<file path="config.mk">
export PLATFORM = sky130hd
export DESIGN_NAME = inst_decode
export DESIGN_NICKNAME = d
export VERILOG_FILES = /design/src/rtl/inst_decode_pkg.sv /design/src/rtl/inst_dec_comb.sv /design/src/rtl/inst_decode.sv
export SDC_FILE = /design/constraint.sdc
export NUM_CORES = 1
export LEC_CHECK = 0
export CELL_PAD_IN_SITES_DETAIL_PLACEMENT = 0
export CELL_PAD_IN_SITES_GLOBAL_PLACEMENT = 1
export CORE_MARGIN = 10
export CORE_UTILIZATION = 30
export DETAILED_ROUTE_END_ITERATION = 12
export PLACE_DENSITY_LB_ADDON = 0.3
export SYNTH_ARGS = -nofsm -noshare
export SYNTH_HDL_FRONTEND = slang
export SYNTH_SLANG_ARGS = --single-unit
</file>
<file path="constraint.sdc">
create_clock -name clk -period 4.15 [get_ports clk]
set_input_delay 0.6225 -clock clk [delete_from_list [all_inputs] [get_ports clk]]
set_output_delay 0.6225 -clock clk [all_outputs]
set_load 0.005 [all_outputs]
</file>
<file path="src/rtl/inst_decode_pkg.sv">
// Shared decode constants and the decoded-entry payload for the decode stage.
// The type codes are also used by the immediate sign-extender.
package inst_decode_pkg;

  localparam int unsigned XLEN   = 32;
  localparam int unsigned TYPE_W = 5;
  localparam int unsigned REG_W  = 5;
  localparam int unsigned IMM_W  = 25;
  localparam int unsigned OPC_W  = 7;
  localparam int unsigned F3_W   = 3;
  localparam int unsigned F7_W   = 7;

  // Instruction format codes
  localparam logic [TYPE_W-1:0] INST_NONE = 5'd0;
  localparam logic [TYPE_W-1:0] INST_R    = 5'd1;
  localparam logic [TYPE_W-1:0] INST_I    = 5'd2;
  localparam logic [TYPE_W-1:0] INST_S    = 5'd3;
  localparam logic [TYPE_W-1:0] INST_B    = 5'd4;
  localparam logic [TYPE_W-1:0] INST_U    = 5'd5;
  localparam logic [TYPE_W-1:0] INST_J    = 5'd6;

  // Opcode constants
  localparam logic [OPC_W-1:0] OPC_LUI    = 7'b0110111;
  localparam logic [OPC_W-1:0] OPC_AUIPC  = 7'b0010111;
  localparam logic [OPC_W-1:0] OPC_JAL    = 7'b1101111;
  localparam logic [OPC_W-1:0] OPC_JALR   = 7'b1100111;
  localparam logic [OPC_W-1:0] OPC_LOAD   = 7'b0000011;
  localparam logic [OPC_W-1:0] OPC_OP_IMM = 7'b0010011;
  localparam logic [OPC_W-1:0] OPC_FENCE  = 7'b0001111;
  localparam logic [OPC_W-1:0] OPC_SYSTEM = 7'b1110011;
  localparam logic [OPC_W-1:0] OPC_BRANCH = 7'b1100011;
  localparam logic [OPC_W-1:0] OPC_STORE  = 7'b0100011;
  localparam logic [OPC_W-1:0] OPC_OP     = 7'b0110011;

  localparam logic [F3_W-1:0] F3_SLL = 3'b001;
  localparam logic [F3_W-1:0] F3_SRX = 3'b101;

  // One decoded FIFO entry
  typedef struct packed {
    logic [XLEN-1:0]   pc;
    logic [TYPE_W-1:0] inst_type;
    logic [IMM_W-1:0]  imm;
    logic              shift_imm;
    logic [REG_W-1:0]  rs1;
    logic [REG_W-1:0]  rs2;
    logic [REG_W-1:0]  rd;
    logic [OPC_W-1:0]  opcode;
    logic [F3_W-1:0]   funct3;
    logic [F7_W-1:0]   funct7;
    logic              illegal;
  } dec_t;

endpackage

</file>
<file path="src/rtl/inst_dec_comb.sv">
// Pure combinational instruction decoder.
// Ports: pc/inst (fetched PC and raw instruction) -> entry_c (decoded entry).
module inst_dec_comb
  import inst_decode_pkg::*;
(
  input  logic [XLEN-1:0] pc,
  input  logic [XLEN-1:0] inst,
  output dec_t            entry_c
);

  logic [OPC_W-1:0]  opcode;
  logic [F3_W-1:0]   funct3;
  logic [TYPE_W-1:0] inst_type;

  assign opcode = inst[6:0];
  assign funct3 = inst[14:12];

  // Opcode to format map; unknown opcodes fall through to NONE
  always_comb begin
    inst_type = INST_NONE;
    case (opcode)
      OPC_LUI, OPC_AUIPC:                      inst_type = INST_U;
      OPC_JAL:                                 inst_type = INST_J;
      OPC_JALR, OPC_LOAD, OPC_OP_IMM,
      OPC_FENCE, OPC_SYSTEM:                   inst_type = INST_I;
      OPC_BRANCH:                              inst_type = INST_B;
      OPC_STORE:                               inst_type = INST_S;
      OPC_OP:                                  inst_type = INST_R;
      default:                                 inst_type = INST_NONE;
    endcase
  end

  always_comb begin
    entry_c           = '0;
    entry_c.pc        = pc;
    entry_c.inst_type = inst_type;
    entry_c.imm       = inst[31:7];
    entry_c.shift_imm = (opcode == OPC_OP_IMM) &&
                        ((funct3 == F3_SLL) || (funct3 == F3_SRX));
    entry_c.rs1       = inst[19:15];
    entry_c.rs2       = inst[24:20];
    entry_c.rd        = inst[11:7];
    entry_c.opcode    = opcode;
    entry_c.funct3    = funct3;
    entry_c.funct7    = inst[31:25];
    entry_c.illegal   = (inst_type == INST_NONE) || (inst[1:0] != 2'b11);
  end

endmodule

</file>
<file path="src/rtl/inst_decode.sv">
// Decode stage: decodes fetched instructions and buffers them in a 2-entry FIFO.
// Ports: clk, rst (async, active-high); in_valid/in_ready/in_pc/in_inst fetch side;
// flush drops everything; out_valid/out_ready plus decoded head-entry fields
// (out_pc, out_inst_type, out_imm, out_shift_imm, out_rs1/rs2/rd,
// out_opcode/funct3/funct7, out_illegal) toward execute.
module inst_decode
  import inst_decode_pkg::*;
(
  input  logic        clk,
  input  logic        rst,
  input  logic        in_valid,
  output logic        in_ready,
  input  logic [31:0] in_pc,
  input  logic [31:0] in_inst,
  input  logic        flush,
  output logic        out_valid,
  input  logic        out_ready,
  output logic [31:0] out_pc,
  output logic [4:0]  out_inst_type,
  output logic [24:0] out_imm,
  output logic        out_shift_imm,
  output logic [4:0]  out_rs1,
  output logic [4:0]  out_rs2,
  output logic [4:0]  out_rd,
  output logic [6:0]  out_opcode,
  output logic [2:0]  out_funct3,
  output logic [6:0]  out_funct7,
  output logic        out_illegal
);

  localparam int unsigned CNT_W = 2;
  localparam logic [CNT_W-1:0] CNT_FULL = 2'd2;

  logic [CNT_W-1:0] count;
  logic             wr_ptr;
  logic             rd_ptr;
  dec_t             mem [2];
  dec_t             new_entry_c;
  dec_t             head_c;
  logic             push;
  logic             pop;

  inst_dec_comb u_dec (
    .pc      (in_pc),
    .inst    (in_inst),
    .entry_c (new_entry_c)
  );

  // Ready depends only on occupancy, never on out_ready
  assign in_ready  = (count != CNT_FULL) & ~rst;
  assign out_valid = (count != '0);
  assign push      = in_valid & in_ready;
  assign pop       = out_valid & out_ready;

  // FIFO state; flush wins over any concurrent push/pop
  always_ff @(posedge clk or posedge rst) begin
    if (rst) begin
      count  <= '0;
      wr_ptr <= 1'b0;
      rd_ptr <= 1'b0;
      mem[0] <= '0;
      mem[1] <= '0;
    end else if (flush) begin
      count  <= '0;
      wr_ptr <= 1'b0;
      rd_ptr <= 1'b0;
    end else begin
      if (push) begin
        mem[wr_ptr] <= new_entry_c;
        wr_ptr      <= ~wr_ptr;
      end
      if (pop) begin
        rd_ptr <= ~rd_ptr;
      end
      case ({push, pop})
        2'b10:   count <= count + CNT_W'(1);
        2'b01:   count <= count - CNT_W'(1);
        default: count <= count;
      endcase
    end
  end

  // Head entry, forced to zero when empty so stale storage never leaks out
  always_comb begin
    head_c = '0;
    if (out_valid) begin
      head_c = mem[rd_ptr];
    end
  end

  assign out_pc        = head_c.pc;
  assign out_inst_type = head_c.inst_type;
  assign out_imm       = head_c.imm;
  assign out_shift_imm = head_c.shift_imm;
  assign out_rs1       = head_c.rs1;
  assign out_rs2       = head_c.rs2;
  assign out_rd        = head_c.rd;
  assign out_opcode    = head_c.opcode;
  assign out_funct3    = head_c.funct3;
  assign out_funct7    = head_c.funct7;
  assign out_illegal   = head_c.illegal;

endmodule

</file>
==> results of run 1 <==
## per-stage QoR
stage	setup WS, ps	total power, mW	hold slack [ps]	cells	utilization
after floorplan	55.6	2.44	449	534	-
after global placement	1120	2.75	463	927	0.386
after detailed placement	1050	2.80	473	927	0.386
after CTS	896	4.34	487	958	0.413
after global routing	842	4.52	510	958	0.413
final	971	4.26	481	958	0.413
## Yosys cell counts, types with 3 or more instances
master    number  share of area
nand3_1        4         0.0030
nor2_1        79          0.044
inv_1          4         0.0022
nand2b_1       3         0.0028
o21ai_0        3         0.0022
nand2_1        6         0.0033
dfrtp_1      142           0.53
clkbuf_1      15         0.0084
buf_4         28          0.031
mux2_2       126           0.21
buf_2         15          0.011
mux2i_1       72           0.11
mux2_1         9          0.015
## power by group through the flow
stage	registers [mW]	logic (mW)	clock network, mW
CTS	1.90	0.871	1.56
floorplan	1.87	0.574	0
global route	1.95	0.946	1.62
global placement	1.91	0.841	0
detailed placement	1.93	0.869	0
finish	1.90	0.849	1.51
## layout by cell type, fill, tap and decap left out, types with 2 or more instances in the layout
cell and count:
nand2b_1 3, nor2_1 78, o21a_1 2, nor2b_1 2, inv_1 3, nand2_1 6
o21ai_0 3, clkinv_2 4, mux2_2 126, clkbuf_8 4, buf_4 8, bufinv_16 2
nor3b_1 2, mux2i_1 72, clkbuf_16 17, conb_1 2, mux2_1 9, clkinvlp_4 4
dfrtp_1 141, xor2_1 2, nand3_1 4, a21oi_1 2, clkdlybuf4s50_1 164
## per-layer routing
layer | GRT usage | wire length, um | up-vias
met5 | 0 | 0 | -
met4 | 0.0427 | 247 | 0
met3 | 0.0407 | 1050 | 16
met2 | 0.196 | 8110 | 117
met1 | 0.135 | 7190 | 2244
li1 | - | - | 2094
## cell type report
cell class	count	area, um2
clock inverter	10	111
clock buffer	21	480
timing repair buffer	173	1720
sequential	142	3560
fill	2064	12900
multi-input combinational	328	2820
inverter	4	18.8
tap	280	350
## sequential cells by signal (all words and copies together), names as in the netlist
| signal | flops |
|---|---|
| mem | 138 |
| count | 2 |
| rd_ptr | 1 |
| wr_ptr | 1 |
## critical path, stage by stage, from the launching register on
cell and delay [ps]:
dfrtp_4 910, buf_12 340, mux2i_1 330, nor2_1 90
clkdlybuf4s50_1 460
## path summary, 6_finish.rpt
kind / startpoint / end / slack, ps / cells after the start
setup / recovery: rd_ptr / out_inst_type[1] / 970 / 4
hold / removal: mem[112] / mem[112] / 480 / 2
setup reg to reg: count[0] / mem[92] / 2070 / 5
hold reg to reg: mem[112] / mem[112] / 480 / 2
max in group asynchronous: rst / rd_ptr / 2180 / 3
min in group asynchronous: rst / mem[47] / 660 / 2
## cells by family after synthesis
kind of cell / count (synthesis) / synth area share
multiplexers: 207 / 0.333
flip-flops: 142 / 0.528
AND/OR/NAND/NOR: 103 / 0.0658
buffers and inverters: 64 / 0.0552
AO/OA/AOI/OAI: 14 / 0.0145
XOR/XNOR: 2 / 0.00260
other: 1 / 0.000557
==> impl_metrics.tcl, run 1 <==
set metrics [dict create \
    setup_viol 0 \
    start_util 0.306 \
    cts_sinks 142 \
    place_area_um2 8470 \
    synthArstFlopShare 1.00 \
    dr.pass1.iters 4 \
    swShare 0.246 \
    clk_pin_slew_ps 60 \
    critPathMaxFanout 39 \
    num_rows 54 \
    post-route-drc-count 0 \
    hold_class "flip-flop to flip-flop" \
    ir_drop_mv 0.278 \
    synth.distinct_cells 35 \
    maxCapViolCount 0 \
    rsz0062_at_grt "no" \
    cts_tree "built" \
    fp.dieW_um 170 \
    routed_wl_mm 16.6 \
    fmax_mhz 315 \
    p_int_mw 3.21 \
    dominantRegCellSynth "dfrtp_1" \
    finalMaxSlewViolations 0 \
    grt-ovfl-total 0 \
    place_congestion 0.735 \
    pin_count 167 \
    netlist_area_um2 6730 \
    detail-route-antenna-nets 0 \
    antenna_found_initial 0 \
    worstSetupEndpointType "output pin" \
    status "complete, no violations" \
    port_buffers 164 \
    grt_start_max_net_pins 74 \
    postCtsSetupBuffers 0 \
    finalHoldViolCount 0 \
    die_area_um2 28800 \
    pwr-share-clk 0.354 \
    combPwrFrac 0.200 \
    grt_usage 0.117 \
    switchingPower_mw 1.05 \
    cts-root-buf "clkbuf_16" \
    power.leakage_nw 3.67 \
    netlist_instances 533 \
    diodes 0 \
    fp.coreArea_um2 22000 \
    postCtsResizedCells 0 \
    tightest_slew_ps 920 \
    pwr-share-seq 0.446 \
    crit_type "flip-flop to output pin" \
    via_per_inst 4.67 \
    dp_hpwl_mm 11.6 \
    ys_seq_area_frac 0.528 \
    dr.first_iter.drc_count 155 \
    final_layout_size_suffix_gt1_frac 0.252 \
    arrival_ps 2560 \
    cts_max_path_buffers 2 \
    area_growth_pct 34.7 \
    cp-start-kind "flip-flop" \
    skew_ps 5.38 \
    final_cell_area_um2 9060 \
    final_nets 735 \
    synth-seq-cells 142 \
    totalNegativeSetupSlack_ps 0 \
    cts_buffers 17 \
    fin_crit_ps 3180 \
    num_vias 4471 \
    grt_pass1_vias 4885 \
    die_h_um 170 \
    p_per_area_nw_per_um2 470 \
    cts_hold_buf 0 \
    routedWlPerCell_um 17.3 \
    yosysWarnings 0 \
    worstSkewPairLatency_ps 410 \
    required_ps 3530 \
    avgSynthCellArea_um2 12.6 \
    synth_edf_count 0 \
    cts_max_level 4 \
    period_share 0.766 \
    grt_pass1_wl_mm 26.5 \
    slew_headroom 0.387 \
]
Power figures use the tool's default switching activity.
==> run 2: changes to the inputs <==
==> constraint.sdc (replaced) <==
create_clock -name clk -period 2.65 [get_ports clk]
set_input_delay 0.3975 -clock clk [delete_from_list [all_inputs] [get_ports clk]]
set_output_delay 0.3975 -clock clk [all_outputs]
set_load 0.005 [all_outputs]
==> impl_metrics.tcl, run 2 (synthesized netlist as in run 1, its figures left out) <==
set metrics [dict create \
    status "complete, no violations" \
    min_to "mem[155]" \
    totalNegativeSetupSlack_ps 0 \
    setup_ws_ps 175 \
    place_congestion 0.766 \
    antenna_found_initial 1 \
    cts_buffers 17 \
    dr.pass1.iters 4 \
    critPathMaxFanout 25 \
    detail-route-antenna-nets 0 \
    cts_hold_buf 0 \
    r2r_slack_ps 640 \
    required_ps 2250 \
    grt_start_max_net_pins 58 \
    layout.cells.non_filler 965 \
    crit-reg2reg-capture "mem[79]" \
    clk_pin_slew_ps 60 \
    cts_max_path_buffers 2 \
    layout_common_cells "clkdlybuf4s50_1 (164), dfrtp_1 (141), mux2_2 (126)" \
    p_total_mw 6.68 \
    via_per_inst 4.62 \
    fp.coreArea_um2 22000 \
    routedWlPerCell_um 17.7 \
    cts_tree "built" \
    power.leakage_nw 3.72 \
    cts_sinks 142 \
    arrival_ps 2080 \
    worstSkewPairLatency_ps 420 \
    fin_crit_ps 2470 \
    dp_slack_ps 247 \
    grt-ovfl-total 0 \
    crit_type "flip-flop to output pin" \
    largest_reg_flops 138 \
    fmax_mhz 404 \
    max_flop_register "mem" \
    ir_drop_mv 0.414 \
    grt_pass1_wl_mm 27.3 \
    grt_pass1_vias 4979 \
    cts_max_level 4 \
    num_vias 4456 \
    largestRegisters "mem x138, count x2" \
    dp_hpwl_mm 11.8 \
    pin_count 167 \
    cp-start-kind "flip-flop" \
    skew_ps 7.89 \
    final_nets 740 \
    port_buffers 164 \
    reg2regPathDepth 5 \
    slew_headroom 0.484 \
    min_from "mem[155]" \
    hold_class "flip-flop to flip-flop" \
    fp.dieW_um 170 \
    final_common_cell "clkdlybuf4s50_1" \
    period_share 0.934 \
    finalHoldViolCount 0 \
    grt_usage 0.121 \
    dr.first_iter.drc_count 213 \
    start_util 0.306 \
    die_area_um2 28800 \
    maxCapViolCount 0 \
    finalMaxSlewViolations 0 \
    setup_viol 0 \
    rsz0062_at_grt "no" \
    die_h_um 170 \
    area_growth_pct 36.2 \
    num_rows 54 \
    holdWs_ps 479 \
    worstSetupEndpointType "output pin" \
    post-route-drc-count 0 \
    whs_path_depth 2 \
    reg2reg_from "count[0]" \
    tightest_slew_ps 774 \
    final_layout_size_suffix_gt1_frac 0.269 \
    cts-root-buf "clkbuf_16" \
    p_per_area_nw_per_um2 729 \
    dp_cells 931 \
    routed_wl_mm 17.1 \
]
run 2: final cells by class:
cell class | count | area [um2]
Clock inverter | 15 | 150
Inverter | 4 | 18.8
Timing Repair Buffer | 178 | 1810
Tap cell | 280 | 350
Antenna cell | 1 | 2.50
Sequential cell | 142 | 3560
Multi-Input combinational cell | 328 | 2850
Clock buffer | 17 | 425
Fill cell | 2048 | 12800
run 2: worst max-delay path, stage by stage, from the launching register on:
cell             delay (ps)
dfrtp_4                 590
buf_12                  270
mux2i_1                 240
nor2_1                   70
clkdlybuf4s50_1         470
run 2: layer usage:
layer  routed length, um  up-vias  GRT usage
met5                   0        -          0
met4                 158        0     0.0309
met3                1020       12     0.0440
met2                8320      112      0.202
met1                7600     2233      0.144
li1                    -     2099          -
run 2: worst max path at each step:
stage / startpoint / cells past startpoint / to / slack, ps
2_1_floorplan: rst / 4 / mem[107] / -1160
3_3_place_gp: rst / 6 / mem[88] / 270
3_5_place_dp: rst / 6 / mem[79] / 250
4_1_cts: rd_ptr / 4 / out_pc[25] / 110
5_1_grt: rd_ptr / 4 / out_pc[16] / 30
6_report: rd_ptr / 4 / out_pc[21] / 180
run 2: power breakdown:
part | total, mW | internal [mW] | switching (mW)
combinational | 1.39 | 0.879 | 0.509
clock | 2.33 | 1.32 | 1.00
sequential | 2.97 | 2.70 | 0.264
run 2: repair_timing:
action | 4_1_cts | 5_1_grt
resized for setup | 0 | 0
endpoints found under the setup margin | 8 | 0
endpoints found under the hold margin | 0 | 0
setup buffers | 1 | 0
run 2: per-stage QoR:
step,utilization,area [um2]
floorplan,-,6780
global placement,0.390,8570
detailed placement,0.390,8570
CTS,0.417,9160
global route,0.417,9160
finish,0.417,9160
==> run 3: changes to the inputs <==
==> constraint.sdc (replaced) <==
create_clock -name clk -period 3.2 [get_ports clk]
set_input_delay 0.48 -clock clk [delete_from_list [all_inputs] [get_ports clk]]
set_output_delay 0.48 -clock clk [all_outputs]
set_load 0.005 [all_outputs]
==> impl_metrics.tcl, run 3 (synthesized netlist as in run 1, its figures left out) <==
set metrics [dict create \
    final_nets 737 \
    place_congestion 0.768 \
    fmax_mhz 360 \
    post-route-drc-count 0 \
    slew_headroom 0.315 \
    port_buffers 164 \
    power.leakage_nw 3.72 \
    die_area_um2 28800 \
    ir_drop_mv 0.352 \
    layout_common_cells "clkdlybuf4s50_1 (164), dfrtp_1 (141), mux2_2 (126)" \
    final_common_cell "clkdlybuf4s50_1" \
    fp.dieW_um 170 \
    status "complete, no violations" \
    routedWlPerCell_um 17.5 \
    required_ps 2720 \
    cts_sinks 142 \
    clk_pin_slew_ps 60 \
    busiest_layer "met2" \
    pin_count 167 \
    cts_tree "built" \
    crit_type "flip-flop to output pin" \
    critPathMaxFanout 23 \
    detail-route-antenna-nets 0 \
    largestRegisters "mem x138, count x2" \
    arrival_ps 2300 \
    tightest_slew_ps 1030 \
    fp.coreArea_um2 22000 \
    postCtsSetupBuffers 0 \
    use_met1 0.142 \
    dr.pass1.iters 4 \
    die_h_um 170 \
    grt_start_max_net_pins 81 \
    rsz0062_at_grt "no" \
    skew_ps 8.41 \
    maxCapViolCount 0 \
    routed_wl_mm 16.9 \
    totalNegativeSetupSlack_ps 0 \
    dr.first_iter.drc_count 156 \
    p_per_area_nw_per_um2 631 \
    cts_hold_buf 0 \
    antenna_found_initial 1 \
    cts_buffers 17 \
    cts_max_level 4 \
    cts-root-buf "clkbuf_16" \
    postCtsResizedCells 0 \
    finalHoldViolCount 0 \
    worstSetupEndpointType "output pin" \
    final_layout_size_suffix_gt1_frac 0.266 \
    grt_pass1_wl_mm 27.3 \
    use_met2 0.201 \
    num_rows 54 \
    period_share 0.868 \
    max_flop_register "mem" \
    grt_usage 0.120 \
    setup_viol 0 \
    dp_hpwl_mm 11.5 \
    fin_crit_ps 2780 \
    start_util 0.306 \
    cts_max_path_buffers 2 \
    grt-ovfl-total 0 \
    finalMaxSlewViolations 0 \
    hold_class "flip-flop to flip-flop" \
    fin_util 0.418 \
    largest_reg_flops 138 \
    grt_pass1_vias 4934 \
    grt_use_met3 0.0407 \
    num_vias 4479 \
    area_growth_pct 36.5 \
    via_per_inst 4.66 \
    worstSkewPairLatency_ps 410 \
    cp-start-kind "flip-flop" \
]
-- run 3: changes by cell type in the layout (fill, tap and decap cells not counted) --
cell	previous run	this run
buf_6	1	0
buf_12	5	2
bufinv_16	1	5
buf_4	8	9
inv_8	1	0
clkinv_4	1	2
inv_6	8	4
-- run 3: cell type report --
cell class | instances | area, um2
Sequential cell | 142 | 3560
Clock buffer | 17 | 425
Antenna cell | 1 | 2.50
Inverter | 4 | 18.8
Multi-Input combinational cell | 328 | 2850
Tap cell | 280 | 350
Clock inverter | 15 | 233
Timing Repair Buffer | 175 | 1750
Fill cell | 2057 | 12800
-- run 3: through the flow --
step / std cells / total power, mW / instance area (um2) / setup slack [ps] / hold slack [ps]
CTS: 961 / 5.89 / 9180 / 351 / 489
detailed placement: 929 / 3.65 / 8520 / 729 / 476
global route: 961 / 6.13 / 9180 / 235 / 499
floorplan: 534 / 3.19 / 6780 / -695 / 449
global placement: 929 / 3.59 / 8520 / 781 / 462
finish: 962 / 5.79 / 9180 / 422 / 483
-- run 3: per-layer routing --
metal / wire [um] / share of wire
met3: 1010 / 0.060
met1: 7440 / 0.44
met2: 8260 / 0.49
met4: 144 / 0.0085
met5: 0 / 0
-- run 3: path summary, 6_finish.rpt --
check,slack (ps),endpoint,depth (start not counted),start
worst max-delay path,420,out_imm[24],4,rd_ptr
worst min-delay path,480,mem[15],1,mem[15]
worst max register to register,1170,mem[94],5,count[0]
worst min register to register,480,mem[15],1,mem[15]
max in group asynchronous,1570,rd_ptr,3,rst
min in group asynchronous,790,mem[143],3,rst
-- run 3: critical path, cell delays in order (launching register included) --
cell	delay [ps]
dfrtp_4	710
buf_4	350
mux2i_1	110
nor2_1	150
clkdlybuf4s50_1	550
-- run 3: power breakdown --
| part | internal (mW) | switching (mW) |
|---|---|---|
| registers | 2.24 | 0.223 |
| clock network | 1.40 | 0.802 |
| logic | 0.720 | 0.410 |
| total | 4.35 | 1.44 |
